===== src/rtl/mem_arb_pkg.sv =====
// mem_arb_pkg: shared FSM state encoding, grant encoding and default timeout for mem_arbiter
package mem_arb_pkg;
  localparam logic [1:0] IDLE = 2'd0, BUSY = 2'd1, RESP = 2'd2;
  typedef enum logic {GNT_I = 1'b0, GNT_D = 1'b1} gnt_t;
  localparam int TMO_DEF = 255;
endpackage


===== src/rtl/mem_arbiter_if.sv =====
// mem_arbiter_if: fetch, data and memory handshake bundle of the unified-memory arbiter
// master: arbiter view (drives ready/rdata to the stages, mreq/mwe/maddr/mwdata to memory, err)
// slave:  environment view (pipeline stages plus memory)
interface mem_arbiter_if #(parameter int AW = 32, parameter int DW = 32);
  logic ireq, iready, dreq, dwe, dready, mreq, mwe, mack, err;
  logic [AW-1:0] iaddr, daddr, maddr;
  logic [DW-1:0] irdata, dwdata, drdata, mwdata, mrdata;
  modport master (
    input ireq, iaddr, dreq, dwe, daddr, dwdata, mrdata, mack,
    output irdata, iready, drdata, dready, mreq, mwe, maddr, mwdata, err
  );
  modport slave (
    output ireq, iaddr, dreq, dwe, daddr, dwdata, mrdata, mack,
    input irdata, iready, drdata, dready, mreq, mwe, maddr, mwdata, err
  );
endinterface


===== src/rtl/mem_arb_pick.sv =====
// mem_arb_pick: combinational winner selection between fetch and data requests
// ports: ireq, dreq (pending requests), last_grant (port served last), gnt (winner)
// MEM_ARB_RR_EN: round-robin on contention; otherwise data always wins and last_grant is unused
module mem_arb_pick import mem_arb_pkg::*; (
  input  logic ireq,
  input  logic dreq,
  input  gnt_t last_grant,
  output gnt_t gnt
);
`ifdef MEM_ARB_RR_EN
  assign gnt = (ireq && dreq) ? (last_grant == GNT_I ? GNT_D : GNT_I) : (dreq ? GNT_D : GNT_I);
`else
  gnt_t unused_last_grant;
  assign unused_last_grant = last_grant;
  assign gnt = dreq ? GNT_D : GNT_I;
`endif
endmodule


===== src/rtl/mem_arbiter.sv =====
// mem_arbiter: shares one single-ported memory between fetch reads and data loads/stores
// ports: clk, reset (sync, active-low), bus (mem_arbiter_if.master: stage req/ready, memory req/ack, err)
// MEM_ARB_RR_EN selects round-robin arbitration in mem_arb_pick
module mem_arbiter import mem_arb_pkg::*; #(
  parameter int AW  = 32,
  parameter int DW  = 32,
  parameter int TMO = TMO_DEF
) (
  input logic clk,
  input logic reset,
  mem_arbiter_if.master bus
);
  localparam int CW = $clog2(TMO + 1);
  logic [1:0] state_q, state_d;
  logic [CW-1:0] cnt_q, cnt_d;
  gnt_t gnt_q, gnt_d, pick;
  logic mreq_q, mreq_d, mwe_q, mwe_d, iready_q, iready_d, dready_q, dready_d, err_q, err_d;
  logic [AW-1:0] maddr_q, maddr_d;
  logic [DW-1:0] mwdata_q, mwdata_d, irdata_q, irdata_d, drdata_q, drdata_d;
  logic start, done, rd_ok;
  // gnt_q is the current grant and also serves as last_grant once the access completes
  mem_arb_pick u_pick (.ireq(bus.ireq), .dreq(bus.dreq), .last_grant(gnt_q), .gnt(pick));
  assign start = state_q == IDLE && (bus.ireq || bus.dreq);
  // mack wins over a timeout landing in the same cycle
  assign done  = state_q == BUSY && (bus.mack || cnt_q == CW'(TMO - 1));
  assign rd_ok = state_q == BUSY && bus.mack && !mwe_q;
  always_comb begin
    state_d  = start ? BUSY : done ? RESP : state_q == BUSY ? BUSY : IDLE;
    cnt_d    = start ? '0 : state_q == BUSY ? cnt_q + 1'b1 : cnt_q;
    gnt_d    = start ? pick : gnt_q;
    mreq_d   = start ? 1'b1 : done ? 1'b0 : mreq_q;
    maddr_d  = start ? (pick == GNT_D ? bus.daddr : bus.iaddr) : maddr_q;
    mwe_d    = start ? (pick == GNT_D && bus.dwe) : mwe_q;
    mwdata_d = start ? bus.dwdata : mwdata_q;
    irdata_d = rd_ok && gnt_q == GNT_I ? bus.mrdata : irdata_q;
    drdata_d = rd_ok && gnt_q == GNT_D ? bus.mrdata : drdata_q;
    iready_d = done && gnt_q == GNT_I;
    dready_d = done && gnt_q == GNT_D;
    err_d    = err_q || (done && !bus.mack);
  end
  always_ff @(posedge clk) begin
    if (!reset) begin
      state_q  <= IDLE;
      cnt_q    <= '0;
      gnt_q    <= GNT_I;
      mreq_q   <= 1'b0;
      mwe_q    <= 1'b0;
      maddr_q  <= '0;
      mwdata_q <= '0;
      irdata_q <= '0;
      drdata_q <= '0;
      iready_q <= 1'b0;
      dready_q <= 1'b0;
      err_q    <= 1'b0;
    end else begin
      state_q  <= state_d;
      cnt_q    <= cnt_d;
      gnt_q    <= gnt_d;
      mreq_q   <= mreq_d;
      mwe_q    <= mwe_d;
      maddr_q  <= maddr_d;
      mwdata_q <= mwdata_d;
      irdata_q <= irdata_d;
      drdata_q <= drdata_d;
      iready_q <= iready_d;
      dready_q <= dready_d;
      err_q    <= err_d;
    end
  end
  assign bus.mreq   = mreq_q;
  assign bus.mwe    = mwe_q;
  assign bus.maddr  = maddr_q;
  assign bus.mwdata = mwdata_q;
  assign bus.irdata = irdata_q;
  assign bus.drdata = drdata_q;
  assign bus.iready = iready_q;
  assign bus.dready = dready_q;
  assign bus.err    = err_q;
endmodule


===== src/flat_wrapper.sv =====
// flat-port wrapper written by rule: the top's interface ports become plain ports
module mem_arbiter_flat import mem_arb_pkg::*;
#(
  parameter int AW  = 32,
  parameter int DW  = 32,
  parameter int TMO = TMO_DEF
)
  (clk, reset, bus_ireq, bus_iaddr, bus_dreq, bus_dwe, bus_daddr, bus_dwdata, bus_mrdata, bus_mack, bus_irdata, bus_iready, bus_drdata, bus_dready, bus_mreq, bus_mwe, bus_maddr, bus_mwdata, bus_err);
  mem_arbiter_if #(.AW(AW), .DW(DW)) bus_i ();
  input logic clk;
  input logic reset;
  input wire logic [$bits(bus_i.ireq)-1:0] bus_ireq;
  input wire logic [$bits(bus_i.iaddr)-1:0] bus_iaddr;
  input wire logic [$bits(bus_i.dreq)-1:0] bus_dreq;
  input wire logic [$bits(bus_i.dwe)-1:0] bus_dwe;
  input wire logic [$bits(bus_i.daddr)-1:0] bus_daddr;
  input wire logic [$bits(bus_i.dwdata)-1:0] bus_dwdata;
  input wire logic [$bits(bus_i.mrdata)-1:0] bus_mrdata;
  input wire logic [$bits(bus_i.mack)-1:0] bus_mack;
  output wire logic [$bits(bus_i.irdata)-1:0] bus_irdata;
  output wire logic [$bits(bus_i.iready)-1:0] bus_iready;
  output wire logic [$bits(bus_i.drdata)-1:0] bus_drdata;
  output wire logic [$bits(bus_i.dready)-1:0] bus_dready;
  output wire logic [$bits(bus_i.mreq)-1:0] bus_mreq;
  output wire logic [$bits(bus_i.mwe)-1:0] bus_mwe;
  output wire logic [$bits(bus_i.maddr)-1:0] bus_maddr;
  output wire logic [$bits(bus_i.mwdata)-1:0] bus_mwdata;
  output wire logic [$bits(bus_i.err)-1:0] bus_err;
  assign bus_i.ireq = bus_ireq;
  assign bus_i.iaddr = bus_iaddr;
  assign bus_i.dreq = bus_dreq;
  assign bus_i.dwe = bus_dwe;
  assign bus_i.daddr = bus_daddr;
  assign bus_i.dwdata = bus_dwdata;
  assign bus_i.mrdata = bus_mrdata;
  assign bus_i.mack = bus_mack;
  assign bus_irdata = bus_i.irdata;
  assign bus_iready = bus_i.iready;
  assign bus_drdata = bus_i.drdata;
  assign bus_dready = bus_i.dready;
  assign bus_mreq = bus_i.mreq;
  assign bus_mwe = bus_i.mwe;
  assign bus_maddr = bus_i.maddr;
  assign bus_mwdata = bus_i.mwdata;
  assign bus_err = bus_i.err;
  mem_arbiter #(.AW(AW), .DW(DW), .TMO(TMO)) u_core (.clk(clk), .reset(reset), .bus(bus_i));
endmodule

===== config.mk =====
export PLATFORM = sky130hd
export DESIGN_NAME = mem_arbiter_flat
export DESIGN_NICKNAME = d
export VERILOG_FILES = /design/src/rtl/mem_arb_pkg.sv /design/src/rtl/mem_arbiter_if.sv /design/src/rtl/mem_arb_pick.sv /design/src/rtl/mem_arbiter.sv /design/src/flat_wrapper.sv
export SDC_FILE = /design/constraint.sdc
export NUM_CORES = 1
export LEC_CHECK = 0
export BUFFER_PORTS_ARGS = -buffer_cell sky130_fd_sc_hd__buf_2
export CAP_MARGIN = 20
export CORE_ASPECT_RATIO = 0.8
export CORE_MARGIN = 2
export CORE_UTILIZATION = 47
export DETAILED_ROUTE_END_ITERATION = 8
export PLACE_DENSITY = 0.8
export SKIP_LAST_GASP = 1
export SYNTH_ARGS = -nofsm -noshare
export SYNTH_HDL_FRONTEND = slang
export SYNTH_SLANG_ARGS = --single-unit

===== constraint.sdc =====
create_clock -name clk -period 1.35 [get_ports clk]
set_input_delay 0.27 -clock clk [delete_from_list [all_inputs] [get_ports clk]]
set_output_delay 0.27 -clock clk [all_outputs]
set_load 0.05 [all_outputs]

# Word-level counts from Yosys, hierarchy flattened
# Index checks and enable logic that the tools add are counted.
dict set report word_totals {
  ff_bits 144
  in_bits 134
  out_inout_bits 133
  elab_cells 43
}
dict set report classes {
  addsub 1
  n_eq_ne 2
  mux 7
  bitwise 2
  n_reduce_logical 18
}
# op n
set ops {}
lappend ops {{2-to-1 mux 32 bit} 1}
lappend ops {{logical AND 1 bit} 10}
lappend ops {{adder 8 x 1 -> 8 bit (second input constant)} 1}
lappend ops {{== test 8 bit (second input constant)} 1}
lappend ops {{2-to-1 mux 1 bit} 5}
lappend ops {{logical OR 1 bit} 3}
lappend ops {{== test 2 x 1 -> 1 bit (second input constant)} 1}
lappend ops {{logical NOT 1 bit} 2}
lappend ops {{logical NOT 2 bit} 1}
lappend ops {{2-to-1 mux 2 bit} 1}
lappend ops {{NOT 1 bit} 2}
lappend ops {{nonzero test 2 bit} 1}
lappend ops {{OR reduction 2 bit} 1}

# Logic depth before layout (Yosys ltp)
dict set report depth {
  word_depth 5
  depth_mapped 6
  mapped_depth_nobuf 5
}

# Hierarchy
# Synthesis repeated with hierarchy kept, for this count alone.
dict set report unflattened {
  hier_cells 661
  area_unflattened_um2 5753.0
}
# module instances cells_each area_each_um2 seq_area_each_um2
set by_module_without_submodules {}
lappend by_module_without_submodules {mem_arbiter 1 660 5745.5 2882.8}
lappend by_module_without_submodules {mem_arb_pick 1 1 7.5 0.0}

# Worst setup path before layout
# OpenSTA, ideal clock, no wires.
dict set report synth_timing {
  path_kind {flip-flop to flip-flop}
  from {register u_core.mwe_q, in the netlist u_core.bus.mwe}
  to {register u_core.drdata_q[3], in the netlist u_core.bus.drdata[3]}
  setup_ns 0.132
  t_arrival_ns 1.336
  required_ns 1.218
  path_slack_ns -0.118
  stages_incl_launch_ff 6
  path_buffers 2
  period_less_slack_ns 1.468
  path_cell_list {dfxtp_1 > and4bb_2 > buf_4 > buf_4 > nand3_1 > a21oi_1}
}
dict set report synth_between {
  elab_chain_cells 3
}
# element line_no
set synth_rtl {}
lappend synth_rtl {{start, declared} mem_arbiter.sv:17} ;# logic mreq_q, mreq_d, mwe_q, mwe_d, iready_q, iready_d, dready_q, dready_d, err_q, err_d;
lappend synth_rtl {{start signal, assigned} mem_arbiter.sv:60} ;# mwe_q <= mwe_d;
lappend synth_rtl {{logical NOT 1 bit} mem_arbiter.sv:26} ;# assign rd_ok = state_q == BUSY && bus.mack && !mwe_q;
lappend synth_rtl {{logical AND 1 bit} mem_arbiter.sv:26}
lappend synth_rtl {{logical AND 1 bit} mem_arbiter.sv:36} ;# drdata_d = rd_ok && gnt_q == GNT_D ? bus.mrdata : drdata_q;
lappend synth_rtl {{end signal, assigned} mem_arbiter.sv:64} ;# drdata_q <= drdata_d;
lappend synth_rtl {{end, declared} mem_arbiter.sv:19} ;# logic [DW-1:0] mwdata_q, mwdata_d, irdata_q, irdata_d, drdata_q, drdata_d;
# No other way between the ends.
# A chain may end at the register's enable or synchronous reset.

# Final worst setup path
dict set report layout_timing {
  from {register u_core.state_q[0]}
  to {register u_core.drdata_q[3], in the netlist u_core.bus.drdata[3]}
}
dict set report layout_between {
  elab_chain_cells 4
}
# element line_no
set layout_rtl {}
lappend layout_rtl {{start, declared} mem_arbiter.sv:14} ;# logic [1:0] state_q, state_d;
lappend layout_rtl {{start signal, assigned} mem_arbiter.sv:56} ;# state_q <= state_d;
lappend layout_rtl {{== test 2 x 1 -> 1 bit} mem_arbiter.sv:26}
lappend layout_rtl {{logical AND 1 bit (2 in series)} mem_arbiter.sv:26}
lappend layout_rtl {{logical AND 1 bit} mem_arbiter.sv:36}
# No other way between the ends.

==> metrics.md <==
| Metric | Value |
|---|---|
| Max-cap violations | 0 |
| Hold_sp | bus_dwdata[14] |
| Crit path max fanout | 8 |
| Post-route ant nets | 0 |
| Diodes inserted | 0 |
| Global route overflow | 0 |
| Dpl hpwl | 11,700 µm |
| Clk_lat worst skew | 0.41 ns |
| Synth cell types | 38 |
| Max frequency | 747 MHz |
| Register area | 2890 µm² |
| Synth Net Count | 796 |
| H-tree levels | 4 |
| Average wire per standard cell | 16.6 µm |
| RSZ-0062 raised after global routing | yes |
| Reg2reg start | u_core.state_q[0]$_SDFF_PN0_ |
| Full die area | 13,200 µm² |
| Warnings from Yosys | 0 |
| Worst R2R Path Depth | 6 |
| PortBufs | 266 |
| Slew HR | 0.697 |
| Hold Crit Class | in2reg |
| Reg2Reg Setup Slack | 0.01 ns |
| Ys flop type | dfxtp_1 |
| Vias per inst | 5.60 |
| Gr usage total | 0.252 |
| Largest net degree at the start of global routing | 65 |
| Util after Layout | 0.675 |
| TritonCTS Buffers | 17 |
| Mux cell area share after synthesis | 0.0554 |
| Flops & latches, synth | 144 |
| Area growth syn-to-layout | 41.1% |
| Post-Synth Simple-Gate Area | 0.119 |
| CTS clk-pin slew, worst paths | 0.06 ns |
| Tcrit/Tclk final | 0.992 |
| Slew @ Worst Pin | 0.449 ns |
| DRT Pass-1 Iters | 5 |
| Initial Util | 0.479 |
| Die W | 128 µm |
| Yosys top cell by area | dfxtp_1 |
| Gpl congestion | 0.824 |
| Share of the synthesized area in the top cell type | 0.499 |
| Avg Cell Area, Syn | 8.76 µm² |
| Vias | 6,023 |
| CP Capture Type | flip-flop |
| Mapped cell area | 5780 µm² |
| Commonest non-fill, non-tap cell in the layout | buf_2 |
| Reg-to-reg critical path endpoint | u_core.bus.drdata[3]$_SDFFE_PN0P_ |
| Post-synthesis compound-gate area fraction | 0.258 |
| Filler Cell Count | 1,030 |
| Initial antenna violation count | 1 |
| Status | complete, no violations |
| First-pass GRT wire length | 26,500 µm |
| Drt total wl | 17,900 µm |
| Critical path class | reg2reg |
| CTS Sinks | 144 |
| CTS Root Cell | clkbuf_16 |
| Adder-cell share of the synthesized area | 0.00433 |
| Fin nets | 1,046 |
| Vias in the first global route | 5,444 |
| Slew Viols, Final | 0 |
| I/O pins | 267 |
| CTS tree | yes |
| DRC viols | 0 |
| Fraction of registers with async set/reset | 0 |
| Pwr dens | 1490 nW/µm² |
| Share of layout cells above drive strength 1 | 0.394 |
| Final std cells w/o fill | 1,075 |
| Final setup skew | 0.00862 ns |
| Sum Neg Setup Slack | 0 ns |
| Largest family of logic cells by synthesized area | compound AO/OA/AOI/OAI gates |
| Minimum clock period | 1.34 ns |
| Buffer depth of the longest clock path | 2 |
| Die Ht | 103 µm |
| Initial DRC Count | 404 |
| Area of the core | 12,100 µm² |
| Worst EP required | 1.68 ns |
| Most frequent cells in the layout | buf_2 (264), dfxtp_1 (137), a21oi_1 (127) |
| Site row count | 36 |
| XOR/XNOR Fraction of Synth Area | 0.00152 |
| Synth area leaders | dfxtp_1 (50%), a21oi_1 (12%), nand3_1 (8.7%) |
| Worst hold endpoint | u_core.bus.mwdata[14]$_SDFFE_PN0P_ |
| Seq/Total Area, Yosys | 0.499 |
| Area of the multi-input gates | 2610 µm² |
| Syn Inst Count | 660 |
| Setup crit start kind | flip-flop |
| Placed Cells | 1,035 |
| Peak VDD IR | 1090 µV |
| Worst EP arrival | 1.67 ns |
| Lkg Pwr | 3.60 nW |
| Hold_buf cts | 0 |
| # setup viols final | 0 |
| EDFF count, synth | 0 |
| Hold Crit Depth | 3 |
| Fin. Hold Viols | 0 |
| Total Power | 12.1 mW |
-- flip-flops by register name (all words and copies together), names as in the netlist, 2 cells and up --
signal and cells:
u_core.cnt_q 8, u_core.bus.mwdata 32, u_core.bus.drdata 32, u_core.bus.maddr 32, u_core.state_q 2, u_core.bus.irdata 32
-- logic make-up after synthesis --
group	after synthesis
flip-flops	144
buffers and inverters	75
XOR/XNOR	1
AND/OR/NAND/NOR	129
multiplexers	32
adder cells (fa/ha/maj)	2
AO/OA/AOI/OAI	277
-- power breakdown --
group / total, mW / switching (mW) / internal (mW)
combinational: 2.85 / 1.98 / 0.876
clock: 4.59 / 1.82 / 2.77
sequential: 4.70 / 0.149 / 4.55
total: 12.1 / 3.95 / 8.19
-- worst max-delay path, stage by stage (launching register included) --
cell and delay (ns):
dfxtp_2 0.33, buf_6 0.13, and4bb_4 0.25, buf_12 0.15, buf_12 0.13, nand3_2 0.09
a21oi_2 0.18
-- layer usage --
| metal | track usage | part of all wire | up-vias |
|---|---|---|---|
| met1 | 0.309 | 0.41 | 2823 |
| met3 | 0.0674 | 0.069 | 40 |
| met5 | 0 | 0.00062 | - |
| met4 | 0.112 | 0.026 | 2 |
| li1 | - | - | 2904 |
| met2 | 0.422 | 0.50 | 254 |
-- cell usage after synthesis (2+ instances only) --
cell type	n
o21ai_0	97
a211oi_1	33
clkbuf_2	7
nand2_1	5
clkbuf_1	23
a21oi_1	136
ha_1	2
buf_1	6
nor3_1	2
buf_2	22
mux2i_1	32
o21ai_1	5
nand3_1	100
buf_4	12
or3_1	4
or2_1	2
nor2_1	5
nor2_4	2
dfxtp_1	144
inv_1	3
-- per-stage QoR --
stage                     setup slack (ns)  cell area, µm²  hold slack (ns)
after floorplan                     0.0494            5780            0.372
after global placement              0.0338            7330            0.444
after detailed placement           -0.0631            7330            0.463
after CTS                          -0.0107            7910           0.0955
after global routing               -0.0588            8150            0.105
final                               0.0107            8150            0.105
-- how the worst max path moves through the flow --
stage                            startpoint                            endpoint  slack (ns)  depth (start not counted)
3_3_place_gp                       bus_dreq   u_core.bus.maddr[23]$_SDFFE_PN0P_        0.03                          5
2_1_floorplan   u_core.bus.mwe$_SDFFE_PN0P_   u_core.bus.drdata[3]$_SDFFE_PN0P_        0.05                          5
3_5_place_dp   u_core.state_q[1]$_SDFF_PP0_  u_core.bus.mwdata[10]$_SDFFE_PN0P_       -0.06                          4
6_report       u_core.state_q[0]$_SDFF_PN0_   u_core.bus.drdata[3]$_SDFFE_PN0P_        0.01                          6
4_1_cts        u_core.state_q[0]$_SDFF_PN0_   u_core.bus.irdata[4]$_SDFFE_PN0P_       -0.01                          5
5_1_grt        u_core.state_q[1]$_SDFF_PP0_  u_core.bus.drdata[23]$_SDFFE_PN0P_       -0.06                          4
-- repair_timing --
| action | 4_1_cts | 5_1_grt |
|---|---|---|
| pin swaps | 0 | 6 |
| hold endpoints to repair | 0 | 0 |
| gates resized for setup | 3 | 35 |
| setup buffers | 0 | 2 |
| setup endpoints to repair | 37 | 85 |
| cloned | 0 | 6 |
-- layout make-up --
type                            count  share of cell area
Multi-Input combinational cell    441               0.320
Tap cell                          152              0.0233
Clock inverter                     13              0.0167
Clock buffer                       19              0.0543
Timing Repair Buffer              301               0.228
Inverter                            5             0.00261
Sequential cell                   144               0.355
(Power assumes the default switching activity.)
